<file path="src/rtl/sobel_cfg_ctrl_if.sv">
// Register access bus for the Sobel configuration controller.
// The host drives strobes, address and write data; the controller returns registered read data.
interface sobel_cfg_ctrl_if;
    logic        reg_wr;
    logic        reg_rd;
    logic [2:0]  reg_addr;
    logic [31:0] reg_wdata;
    logic [31:0] reg_rdata;
    logic        reg_rvalid;

    modport master (
        output reg_wr, reg_rd, reg_addr, reg_wdata,
        input  reg_rdata, reg_rvalid
    );

    modport slave (
        input  reg_wr, reg_rd, reg_addr, reg_wdata,
        output reg_rdata, reg_rvalid
    );
endinterface

</file>
<file path="src/rtl/sobel_cfg_ctrl.sv">
// Sobel pipeline configuration shadowing with vsync-aligned commit, plus resolution
// measurement, frame counting and lock detection behind a small register port.
module sobel_cfg_ctrl #(
    parameter logic [7:0]  THRESH_RST = 8'd64,
    parameter logic [2:0]  MODE_RST   = 3'd0,
    parameter int unsigned CNT_W      = 12
) (
    input  logic                 clk,
    input  logic                 rst,
    sobel_cfg_ctrl_if.slave      bus,
    input  logic                 dv_i,
    input  logic                 hs_i,
    input  logic                 vs_i,
    output logic                 cfg_bypass,
    output logic [2:0]           cfg_mode,
    output logic [7:0]           cfg_thresh,
    output logic [15:0]          frame_cnt,
    output logic                 locked
);

    typedef enum logic {StIdle, StPending} commit_e;
    typedef enum logic [1:0] {StUnlocked, StCheck, StLocked} lock_e;

    commit_e commit_q, commit_d;
    lock_e   lock_q, lock_d;

    logic             vs_q, dv_q, first_vs_q, first_vs_d;
    logic [CNT_W-1:0] h_cnt_q, h_cnt_d, h_line_q, h_line_d, v_cnt_q, v_cnt_d;
    logic [CNT_W-1:0] h_active_q, h_active_d, v_active_q, v_active_d;
    logic [15:0]      frame_q, frame_d;
    logic             sh_bypass_q, sh_bypass_d, cfg_bypass_q, cfg_bypass_d;
    logic [2:0]       sh_mode_q, sh_mode_d, cfg_mode_q, cfg_mode_d;
    logic [7:0]       sh_thresh_q, sh_thresh_d, cfg_thresh_q, cfg_thresh_d;
    logic [31:0]      rdata_q, rdata_d, rd_mux;
    logic             rvalid_q;

    logic vs_rise, dv_fall, meas_upd, wr_ctrl, wr_thresh, commit_req;
    logic apply, pending, meas_nonzero, meas_same;
    logic unused_bits;

    assign vs_rise    = vs_i & ~vs_q;
    assign dv_fall    = dv_q & ~dv_i;
    assign meas_upd   = vs_rise & first_vs_q;
    assign wr_ctrl    = bus.reg_wr && (bus.reg_addr == 3'd0);
    assign wr_thresh  = bus.reg_wr && (bus.reg_addr == 3'd1);
    assign commit_req = wr_ctrl & bus.reg_wdata[8];
    assign unused_bits = ^{hs_i, bus.reg_wdata[31:9], bus.reg_wdata[7:4]};

    assign meas_nonzero = (h_line_q != '0) && (v_cnt_q != '0);
    assign meas_same    = (h_line_q == h_active_q) && (v_cnt_q == v_active_q);

    // Commit FSM
    always_ff @(posedge clk) begin
        if (rst) commit_q <= StIdle;
        else     commit_q <= commit_d;
    end

    always_comb begin
        commit_d = commit_q;
        unique case (commit_q)
            StIdle:    if (commit_req) commit_d = StPending;
            StPending: if (vs_rise)    commit_d = StIdle;
            default:   commit_d = StIdle;
        endcase
    end

    always_comb begin
        pending = (commit_q == StPending);
        apply   = pending & vs_rise;
    end

    // Lock FSM; a zero-sized measurement never counts as a stable match
    always_ff @(posedge clk) begin
        if (rst) lock_q <= StUnlocked;
        else     lock_q <= lock_d;
    end

    always_comb begin
        lock_d = lock_q;
        if (meas_upd) begin
            unique case (lock_q)
                StUnlocked: if (meas_nonzero) lock_d = StCheck;
                StCheck:    if (meas_nonzero && meas_same) lock_d = StLocked;
                StLocked:   if (!meas_nonzero || !meas_same) lock_d = StCheck;
                default:    lock_d = StUnlocked;
            endcase
        end
    end

    always_comb begin
        locked = (lock_q == StLocked);
    end

    // Measurement, shadows and active configuration
    always_comb begin
        h_cnt_d      = h_cnt_q;
        h_line_d     = h_line_q;
        v_cnt_d      = v_cnt_q;
        h_active_d   = h_active_q;
        v_active_d   = v_active_q;
        frame_d      = frame_q;
        first_vs_d   = first_vs_q;
        sh_bypass_d  = sh_bypass_q;
        sh_mode_d    = sh_mode_q;
        sh_thresh_d  = sh_thresh_q;
        cfg_bypass_d = cfg_bypass_q;
        cfg_mode_d   = cfg_mode_q;
        cfg_thresh_d = cfg_thresh_q;

        if (dv_i && (h_cnt_q != '1)) h_cnt_d = h_cnt_q + CNT_W'(1);
        if (dv_fall) begin
            h_line_d = h_cnt_q;
            h_cnt_d  = '0;
            if (v_cnt_q != '1) v_cnt_d = v_cnt_q + CNT_W'(1);
        end
        if (vs_rise) begin
            frame_d = frame_q + 16'd1;
            if (first_vs_q) begin
                h_active_d = h_line_q;
                v_active_d = v_cnt_q;
            end
            first_vs_d = 1'b1;
            v_cnt_d    = '0;
        end

        if (wr_ctrl) begin
            sh_bypass_d = bus.reg_wdata[0];
            sh_mode_d   = bus.reg_wdata[3:1];
        end
        if (wr_thresh) sh_thresh_d = bus.reg_wdata[7:0];

        if (apply) begin
            cfg_bypass_d = sh_bypass_q;
            cfg_mode_d   = sh_mode_q;
            cfg_thresh_d = sh_thresh_q;
        end
    end

    // Read mux uses pre-write state so a same-cycle write is not visible
    always_comb begin
        rd_mux = '0;
        unique case (bus.reg_addr)
            3'd0: begin
                rd_mux[0]   = sh_bypass_q;
                rd_mux[3:1] = sh_mode_q;
            end
            3'd1: rd_mux[7:0] = sh_thresh_q;
            3'd2: rd_mux[1:0] = {pending, locked};
            3'd3: rd_mux[15:0] = frame_q;
            3'd4: begin
                rd_mux[16 +: CNT_W] = v_active_q;
                rd_mux[0 +: CNT_W]  = h_active_q;
            end
            default: rd_mux = '0;
        endcase
        rdata_d = bus.reg_rd ? rd_mux : rdata_q;
    end

    always_ff @(posedge clk) begin
        if (rst) begin
            vs_q         <= 1'b0;
            dv_q         <= 1'b0;
            first_vs_q   <= 1'b0;
            h_cnt_q      <= '0;
            h_line_q     <= '0;
            v_cnt_q      <= '0;
            h_active_q   <= '0;
            v_active_q   <= '0;
            frame_q      <= '0;
            sh_bypass_q  <= 1'b0;
            sh_mode_q    <= MODE_RST;
            sh_thresh_q  <= THRESH_RST;
            cfg_bypass_q <= 1'b0;
            cfg_mode_q   <= MODE_RST;
            cfg_thresh_q <= THRESH_RST;
            rdata_q      <= '0;
            rvalid_q     <= 1'b0;
        end else begin
            vs_q         <= vs_i;
            dv_q         <= dv_i;
            first_vs_q   <= first_vs_d;
            h_cnt_q      <= h_cnt_d;
            h_line_q     <= h_line_d;
            v_cnt_q      <= v_cnt_d;
            h_active_q   <= h_active_d;
            v_active_q   <= v_active_d;
            frame_q      <= frame_d;
            sh_bypass_q  <= sh_bypass_d;
            sh_mode_q    <= sh_mode_d;
            sh_thresh_q  <= sh_thresh_d;
            cfg_bypass_q <= cfg_bypass_d;
            cfg_mode_q   <= cfg_mode_d;
            cfg_thresh_q <= cfg_thresh_d;
            rdata_q      <= rdata_d;
            rvalid_q     <= bus.reg_rd;
        end
    end

    assign cfg_bypass     = cfg_bypass_q;
    assign cfg_mode       = cfg_mode_q;
    assign cfg_thresh     = cfg_thresh_q;
    assign frame_cnt      = frame_q;
    assign bus.reg_rdata  = rdata_q;
    assign bus.reg_rvalid = rvalid_q;

endmodule

</file>
<file path="src/flat_wrapper.sv">
// flat-port wrapper written by rule: the top's interface ports become plain ports
module sobel_cfg_ctrl_flat 
#(
    parameter logic [7:0]  THRESH_RST = 8'd64,
    parameter logic [2:0]  MODE_RST   = 3'd0,
    parameter int unsigned CNT_W      = 12
)
  (clk, rst, dv_i, hs_i, vs_i, cfg_bypass, cfg_mode, cfg_thresh, frame_cnt, locked, bus_reg_wr, bus_reg_rd, bus_reg_addr, bus_reg_wdata, bus_reg_rdata, bus_reg_rvalid);
  sobel_cfg_ctrl_if bus_i ();
  input  logic clk;
  input  logic rst;
  input  logic dv_i;
  input  logic hs_i;
  input  logic vs_i;
  output logic cfg_bypass;
  output logic [2:0] cfg_mode;
  output logic [7:0] cfg_thresh;
  output logic [15:0] frame_cnt;
  output logic locked;
  input wire logic [$bits(bus_i.reg_wr)-1:0] bus_reg_wr;
  input wire logic [$bits(bus_i.reg_rd)-1:0] bus_reg_rd;
  input wire logic [$bits(bus_i.reg_addr)-1:0] bus_reg_addr;
  input wire logic [$bits(bus_i.reg_wdata)-1:0] bus_reg_wdata;
  output wire logic [$bits(bus_i.reg_rdata)-1:0] bus_reg_rdata;
  output wire logic [$bits(bus_i.reg_rvalid)-1:0] bus_reg_rvalid;
  assign bus_i.reg_wr = bus_reg_wr;
  assign bus_i.reg_rd = bus_reg_rd;
  assign bus_i.reg_addr = bus_reg_addr;
  assign bus_i.reg_wdata = bus_reg_wdata;
  assign bus_reg_rdata = bus_i.reg_rdata;
  assign bus_reg_rvalid = bus_i.reg_rvalid;
  sobel_cfg_ctrl #(.THRESH_RST(THRESH_RST), .MODE_RST(MODE_RST), .CNT_W(CNT_W)) u_core (.clk(clk), .rst(rst), .bus(bus_i), .dv_i(dv_i), .hs_i(hs_i), .vs_i(vs_i), .cfg_bypass(cfg_bypass), .cfg_mode(cfg_mode), .cfg_thresh(cfg_thresh), .frame_cnt(frame_cnt), .locked(locked));
endmodule
</file>
<file path="config.mk">
export PLATFORM = sky130hd
export DESIGN_NAME = sobel_cfg_ctrl_flat
export DESIGN_NICKNAME = d
export VERILOG_FILES = /design/src/rtl/sobel_cfg_ctrl_if.sv /design/src/rtl/sobel_cfg_ctrl.sv /design/src/flat_wrapper.sv
export SDC_FILE = /design/constraint.sdc
export NUM_CORES = 1
export LEC_CHECK = 0
export CORE_MARGIN = 3
export CORE_UTILIZATION = 49
export CTS_BUF_LIST = sky130_fd_sc_hd__clkbuf_4 sky130_fd_sc_hd__clkbuf_8
export DETAILED_ROUTE_END_ITERATION = 10
export HOLD_SLACK_MARGIN = 0.05
export PLACE_DENSITY = 0.78
export SLEW_MARGIN = 20
export SYNTH_ARGS = -nofsm -noshare
export SYNTH_HDL_FRONTEND = slang
export SYNTH_SLANG_ARGS = --single-unit
</file>
<file path="constraint.sdc">
create_clock -name clk -period 4.8 [get_ports clk]
set_clock_uncertainty 0.05 [all_clocks]
set_input_delay 0.48 -clock clk [delete_from_list [all_inputs] [get_ports clk]]
set_output_delay 0.48 -clock clk [all_outputs]
set_load 0.01 [all_outputs]
</file>
==> results.cfg, run 1 <==
[yosys]
ys_top_cells_by_area = dfxtp_1 (46%), nand2_1 (7.3%), a21oi_1 (6.3%)
syn_inst = 701
synth_top_area_cell = dfxtp_1
async_reset_ff_share_pct = 0
postSynthAreaPerCell_um2 = 8.385
netlist_area_um2 = 5878
synth-edff-count = 0
synth.distinct_cells = 59
synth_seq_cells = 135
ys.flop_type = dfxtp_1
synth_top_cell_area_share_pct = 45.98
ys_warn_count = 0
ys_seq_area_share_pct = 45.98

[route]
detail-route-antenna-nets = 0
vias = 4991
drc = 0
wl_mm = 13.97
avgViaCountPerCell = 5.521
post_drt_wl_per_cell_um = 15.45
firstDrtPassIters = 5
drt_iter0_drc = 407

[pwr]
power_leakage_nw = 2.531
switching_share_pct = 22.48
clock_power_share_pct = 43.0
intPower_mw = 1.713
switchingPower_mw = 0.4968
peakVddDrop_mv = 0.2998
finalPower_mw = 2.210
powerDensity_nw_per_um2 = 315.1
power_frac_comb_pct = 5.2
power_frac_seq_pct = 51.8

[cts]
clockBufferDepth = 2
ctsRootBufferMaster = clkbuf_8
cts_resized = 0
cts_num_sinks = 135
htree_levels = 4
postCtsSetupBuffers = 0
cts_tree = done
cts.hold.buffers_added = 0
worstSkewPairLatency_ns = 0.43
clk_pin_slew_ns = 0.08
cts_buffers = 17

[grt]
grt_pass1_vias = 4846
grt_usage_pct = 21.85
grt_overflow_total = 0
grt_pass1_wl_mm = 23.26
grt_max_degree = 64
antenna_found_initial = 0

[placed_design]
place.port_buffers = 75
place_inst = 874
place_ws_ns = 1.748
placed_area_um2 = 6614
hpwl_mm = 9.790
place_congestion = 0.8530

[sta]
holdWs_ns = 0.4038
fin_ws_ns = 2.133
slew_headroom_pct = 37.80
fin_crit_sh_pct = 55.57
maxSlewViolCount = 0
fmax_mhz = 374.9
setup-violations-final = 0
hold_violations = 0
tightest_slew_ns = 0.9275
rsz0062_at_grt = no
min_period_ns = 2.667
fin_tns_setup_ns = 0

[final_layout]
nets = 796
fin_area_um2 = 7012
final_cells = 904
post-route-util_pct = 60.63
area_delta_synth_final_pct = 19.28
drive_gt1_share_pct = 5.913
antenna_cells = 0

[critical_path]
worst_ep_arrival_time_ns = 2.98
cp-end-kind = flip-flop
critPathLaunch = vs_i
path_class = primary input to flip-flop
critical_path_required_ns = 5.11
critPathMaxFanout = 28
r2r_start = u_core.vs_q$_SDFF_PP0_
startpoint_type = primary input

[outcome]
status = completed

[floorplanning]
core_area_um2 = 11560
die_y_um = 115.5
core.rowCount = 39
dieArea_um2 = 13350
start_util_pct = 50.83
die_width_um = 115.5
ioPinCount = 104

[flow_run]
max_cap_violations = 0

[min_path]
hold_class = flip-flop to flip-flop
min_from = u_core.cfg_mode[0]$_SDFFE_PP0P_
[Yosys cell counts (6+ instances only)]
library cell    n
nand3_1        18
nand2_1       114
a22oi_1        10
dfxtp_1       135
and4_1          6
nor2_1         83
nor4_1         12
xnor2_1        16
nand2b_1        8
nand4_1         8
nor2b_1        24
clkbuf_1       31
buf_2          13
a211oi_1        6
xor2_1         39
mux2i_1        16
inv_1           9
a21oi_1        74
nor3_1         12
[routing by layer]
layer	track usage, %	wire, um	share of wire, %	vias to the layer above
met5	0	0	0	-
met4	8.529	214	1.5	0
met3	5.379	866	6.2	21
met2	34.53	6593	47	144
met1	28.93	6295	45	2359
li1	-	-	-	2467
[power groups by stage]
stage	clock, mW	combinational [mW]	sequential, mW
floorplan	0	0.0728	1.17
global placement	0	0.110	1.17
detailed placement	0	0.113	1.17
CTS	0.966	0.114	1.14
global route	1.01	0.127	1.15
finish	0.951	0.115	1.14
[worst max-delay path: stages]
cell,delay (ns)
clkdlybuf4s50_1,0.49
nor2b_1,0.69
nand2_2,0.51
or4_1,0.61
a31oi_1,0.19
[layout by cell type, fill, tap and decap left out, types with 2 or more instances in the layout]
master	n
dfxtp_1	135
nand2_1	114
nor2_1	83
a21oi_1	74
clkdlybuf4s50_1	74
xor2_1	39
nor2b_1	24
clkbuf_8	19
nand3_1	18
xnor2_1	16
mux2i_1	16
nor3_1	12
nor4_1	12
a22oi_1	10
inv_1	9
nand2b_1	8
nand4_1	8
and4_1	6
a211oi_1	6
clkinv_2	6
and2_1	5
a31oi_1	5
buf_4	5
o21ai_0	4
o2bb2ai_1	4
ha_1	4
conb_1	4
or3_1	3
bufinv_16	3
and3_1	2
a2bb2oi_1	2
nor4b_1	2
a311oi_1	2
[state kept, by name (all words and copies together), names as in the netlist, 8 cells and up]
signal / flops
u_core.bus.reg_rdata: 28
u_core.frame_cnt: 16
u_core.h_active_q: 12
u_core.h_cnt_q: 12
u_core.h_line_q: 12
u_core.v_active_q: 12
u_core.v_cnt_q: 12
u_core.cfg_thresh: 8
u_core.sh_thresh_q: 8
[final timing paths]
check | slack [ns] | depth (start not counted) | endpoint
worst min register to register | 0.40 | 2 | u_core.cfg_mode[0]$_SDFFE_PP0P_
worst max register to register | 2.39 | 4 | u_core.lock_q[0]$_SDFFE_PP0P_
worst min-delay path | 0.40 | 2 | u_core.cfg_mode[0]$_SDFFE_PP0P_
worst max-delay path | 2.13 | 5 | u_core.lock_q[0]$_SDFFE_PP0P_
[area by class of cell]
class                   count  area, um2
fillers                   980       4553
inverters                   9      33.78
flip-flops and latches    135       2703
clock inverters            10      128.9
repair buffers             79      778.2
clock buffers              20      269.0
multi-input cells         508       2920
well taps                 143      178.9
[logic make-up (layout without fill, tap and decap cells)]
| kind of cell | count (synthesis) | in the layout | synth area share [%] |
|---|---|---|---|
| AO/OA/AOI/OAI | 120 | 120 | 12.79 |
| AND/OR/NAND/NOR | 308 | 308 | 24.56 |
| adder cells (fa/ha/maj) | 4 | 4 | 0.8515 |
| multiplexers | 17 | 17 | 2.916 |
| flip-flops | 135 | 135 | 45.98 |
| XOR/XNOR | 55 | 55 | 8.195 |
| other | 1 | 4 | 0.06380 |
| buffers and inverters | 61 | 118 | 4.640 |
(Power assumes the default switching activity.)
==> inputs of run 2 (changes only) <==
Settings changed: PLACE_DENSITY 0.78 to 0.81.
Clock period 4.8 ns to 2.4 ns, I/O delays scaled along.
==> run 2 against run 1 <==
Compared with the run above:
- register-to-register slack lost 2.1 ns
- design area grew 0.16%
- critical path depth is 2 higher
==> results.cfg, run 2 (synthesis gave the netlist of run 1 again) <==
[outcome]
status = completed

[floorplanning]
core_area_um2 = 11560
start_util_pct = 50.83
dieArea_um2 = 13350
die_width_um = 115.5
core.rowCount = 39
die_y_um = 115.5
ioPinCount = 104

[route]
vias = 5141
avgViaCountPerCell = 5.619
firstDrtPassIters = 5
wl_mm = 14.27
drt_iter0_drc = 443
post_drt_wl_per_cell_um = 15.60
detail-route-antenna-nets = 0
drc = 0

[cts]
worstSkewPairLatency_ns = 0.44
cts_resized = 0
clockBufferDepth = 2
ctsRootBufferMaster = clkbuf_8
cts.hold.buffers_added = 0
clk_pin_slew_ns = 0.07
cts_tree = done
cts_num_sinks = 135
cts_buffers = 17
htree_levels = 4
postCtsSetupBuffers = 0

[critical_path]
cp_cell_sequence = inv_1 -> ha_1 -> nor4b_1 -> nand2_1 -> o41ai_1 -> a2111oi_0 -> o21ba_2
r2r_cells = 7
critPathMaxFanout = 6
reg2reg_setup_slack_ns = 0.33
cp-end-kind = flip-flop
worstReg2RegEnd = u_core.lock_q[1]$_SDFFE_PP0P_
startpoint_type = flip-flop
path_class = flip-flop to flip-flop
crit_path_top_delay_cell = o41ai_1
worst_ep_arrival_time_ns = 2.35
critical_path_required_ns = 2.68
r2r_start = u_core.v_cnt_q[0]$_SDFFE_PP0P_
slowest_delay_ns = 0.50

[sta]
min_period_ns = 2.070
hold_violations = 0
slew_headroom_pct = 60.46
tightest_slew_ns = 0.5855
fin_tns_setup_ns = 0
maxSlewViolCount = 0
fmax_mhz = 483.0
fin_ws_ns = 0.3296
setup-violations-final = 0
rsz0062_at_grt = no
fin_crit_sh_pct = 86.27

[grt]
grt_max_degree = 42
grt_pass1_wl_mm = 23.14
antenna_found_initial = 0
grt_usage_pct = 21.70
grt_overflow_total = 0
grt_pass1_vias = 4808

[pwr]
power_leakage_nw = 2.542
finalPower_mw = 4.113
peakVddDrop_mv = 0.4067
powerDensity_nw_per_um2 = 585.6

[flow_run]
max_cap_violations = 0

[min_path]
min_to = u_core.frame_cnt[11]$_SDFFE_PP0P_
worstHoldPathCells = 2
hold_class = primary input to flip-flop
min_from = rst

[final_layout]
antenna_cells = 0
final_cells = 915
largest_register_ffs = 28
post-route-util_pct = 60.73
drive_gt1_share_pct = 7.254
mostFrequentLayoutCell = dfxtp_1
nets = 807
fillers = 983
mostFrequentLayoutCells = dfxtp_1 (135), nand2_1 (114), nor2_1 (83)
area_delta_synth_final_pct = 19.48

[placed_design]
hpwl_mm = 10.00
place.port_buffers = 75
place_inst = 885
place_congestion = 0.8957
place_ws_ns = 0.2399
[run 2: cell count changes in the layout (fill, tap and decap cells not counted), sizes merged]
cell	previous run	this run
clkinvlp	0	3
bufinv	3	0
buf	5	16
[run 2: cell type report]
| type | count | area (um2) | area share, % |
|---|---|---|---|
| well taps | 143 | 178.9 | 2.548 |
| repair buffers | 90 | 860.8 | 12.26 |
| inverters | 9 | 33.78 | 0.4810 |
| multi-input cells | 508 | 2920 | 41.58 |
| clock buffers | 20 | 269.0 | 3.830 |
| flip-flops and latches | 135 | 2703 | 38.48 |
| clock inverters | 10 | 57.56 | 0.8195 |
[run 2: per-layer routing]
layer	track usage, %	vias to the layer above	share of wire, %
met5	0	-	0
met4	6.886	0	1.7
met3	5.744	26	6.2
met2	35.73	196	47
met1	27.93	2428	45
li1	-	2491	-
[run 2: how the worst max path moves through the flow]
| stage | end | from | cells past startpoint | slack [ns] |
|---|---|---|---|---|
| CTS | u_core.lock_q[1]$_SDFFE_PP0P_ | u_core.v_cnt_q[0]$_SDFFE_PP0P_ | 7 | 0.42 |
| floorplan | u_core.frame_cnt[14]$_SDFFE_PP0P_ | u_core.frame_cnt[0]$_SDFFE_PP0P_ | 5 | 0.71 |
| detailed placement | u_core.lock_q[0]$_SDFFE_PP0P_ | vs_i | 6 | 0.24 |
| finish | u_core.lock_q[1]$_SDFFE_PP0P_ | u_core.v_cnt_q[0]$_SDFFE_PP0P_ | 7 | 0.33 |
| global placement | u_core.lock_q[0]$_SDFFE_PP0P_ | vs_i | 6 | 0.35 |
| global route | u_core.lock_q[1]$_SDFFE_PP0P_ | u_core.v_cnt_q[0]$_SDFFE_PP0P_ | 7 | 0.1 |
[run 2: stage by stage]
step                      hold slack [ns]  instance area [um2]
after floorplan                    0.3079                 5889
after global placement             0.3930                 6696
after detailed placement           0.3994                 6696
after CTS                          0.1247                 7023
after global routing               0.1374                 7023
final                              0.1365                 7023
[run 2: power breakdown]
part           switching (mW)  internal (mW)  total [mW]  leakage (nW)
Combinational           0.145         0.0999       0.245          1.28
Clock                   0.827          0.752        1.58         0.169
Sequential             0.0239           2.26        2.29          1.09
Total                   0.996           3.12        4.11          2.54
[run 2: worst max-delay path: cells and delay by family, from the launching register on]
kind                     cells  cell delay [ns]
AO/OA/AOI/OAI                3             0.90
flip-flops                   1             0.40
AND/OR/NAND/NOR              2             0.39
adder cells (fa/ha/maj)      1             0.14
buffers and inverters        1             0.09
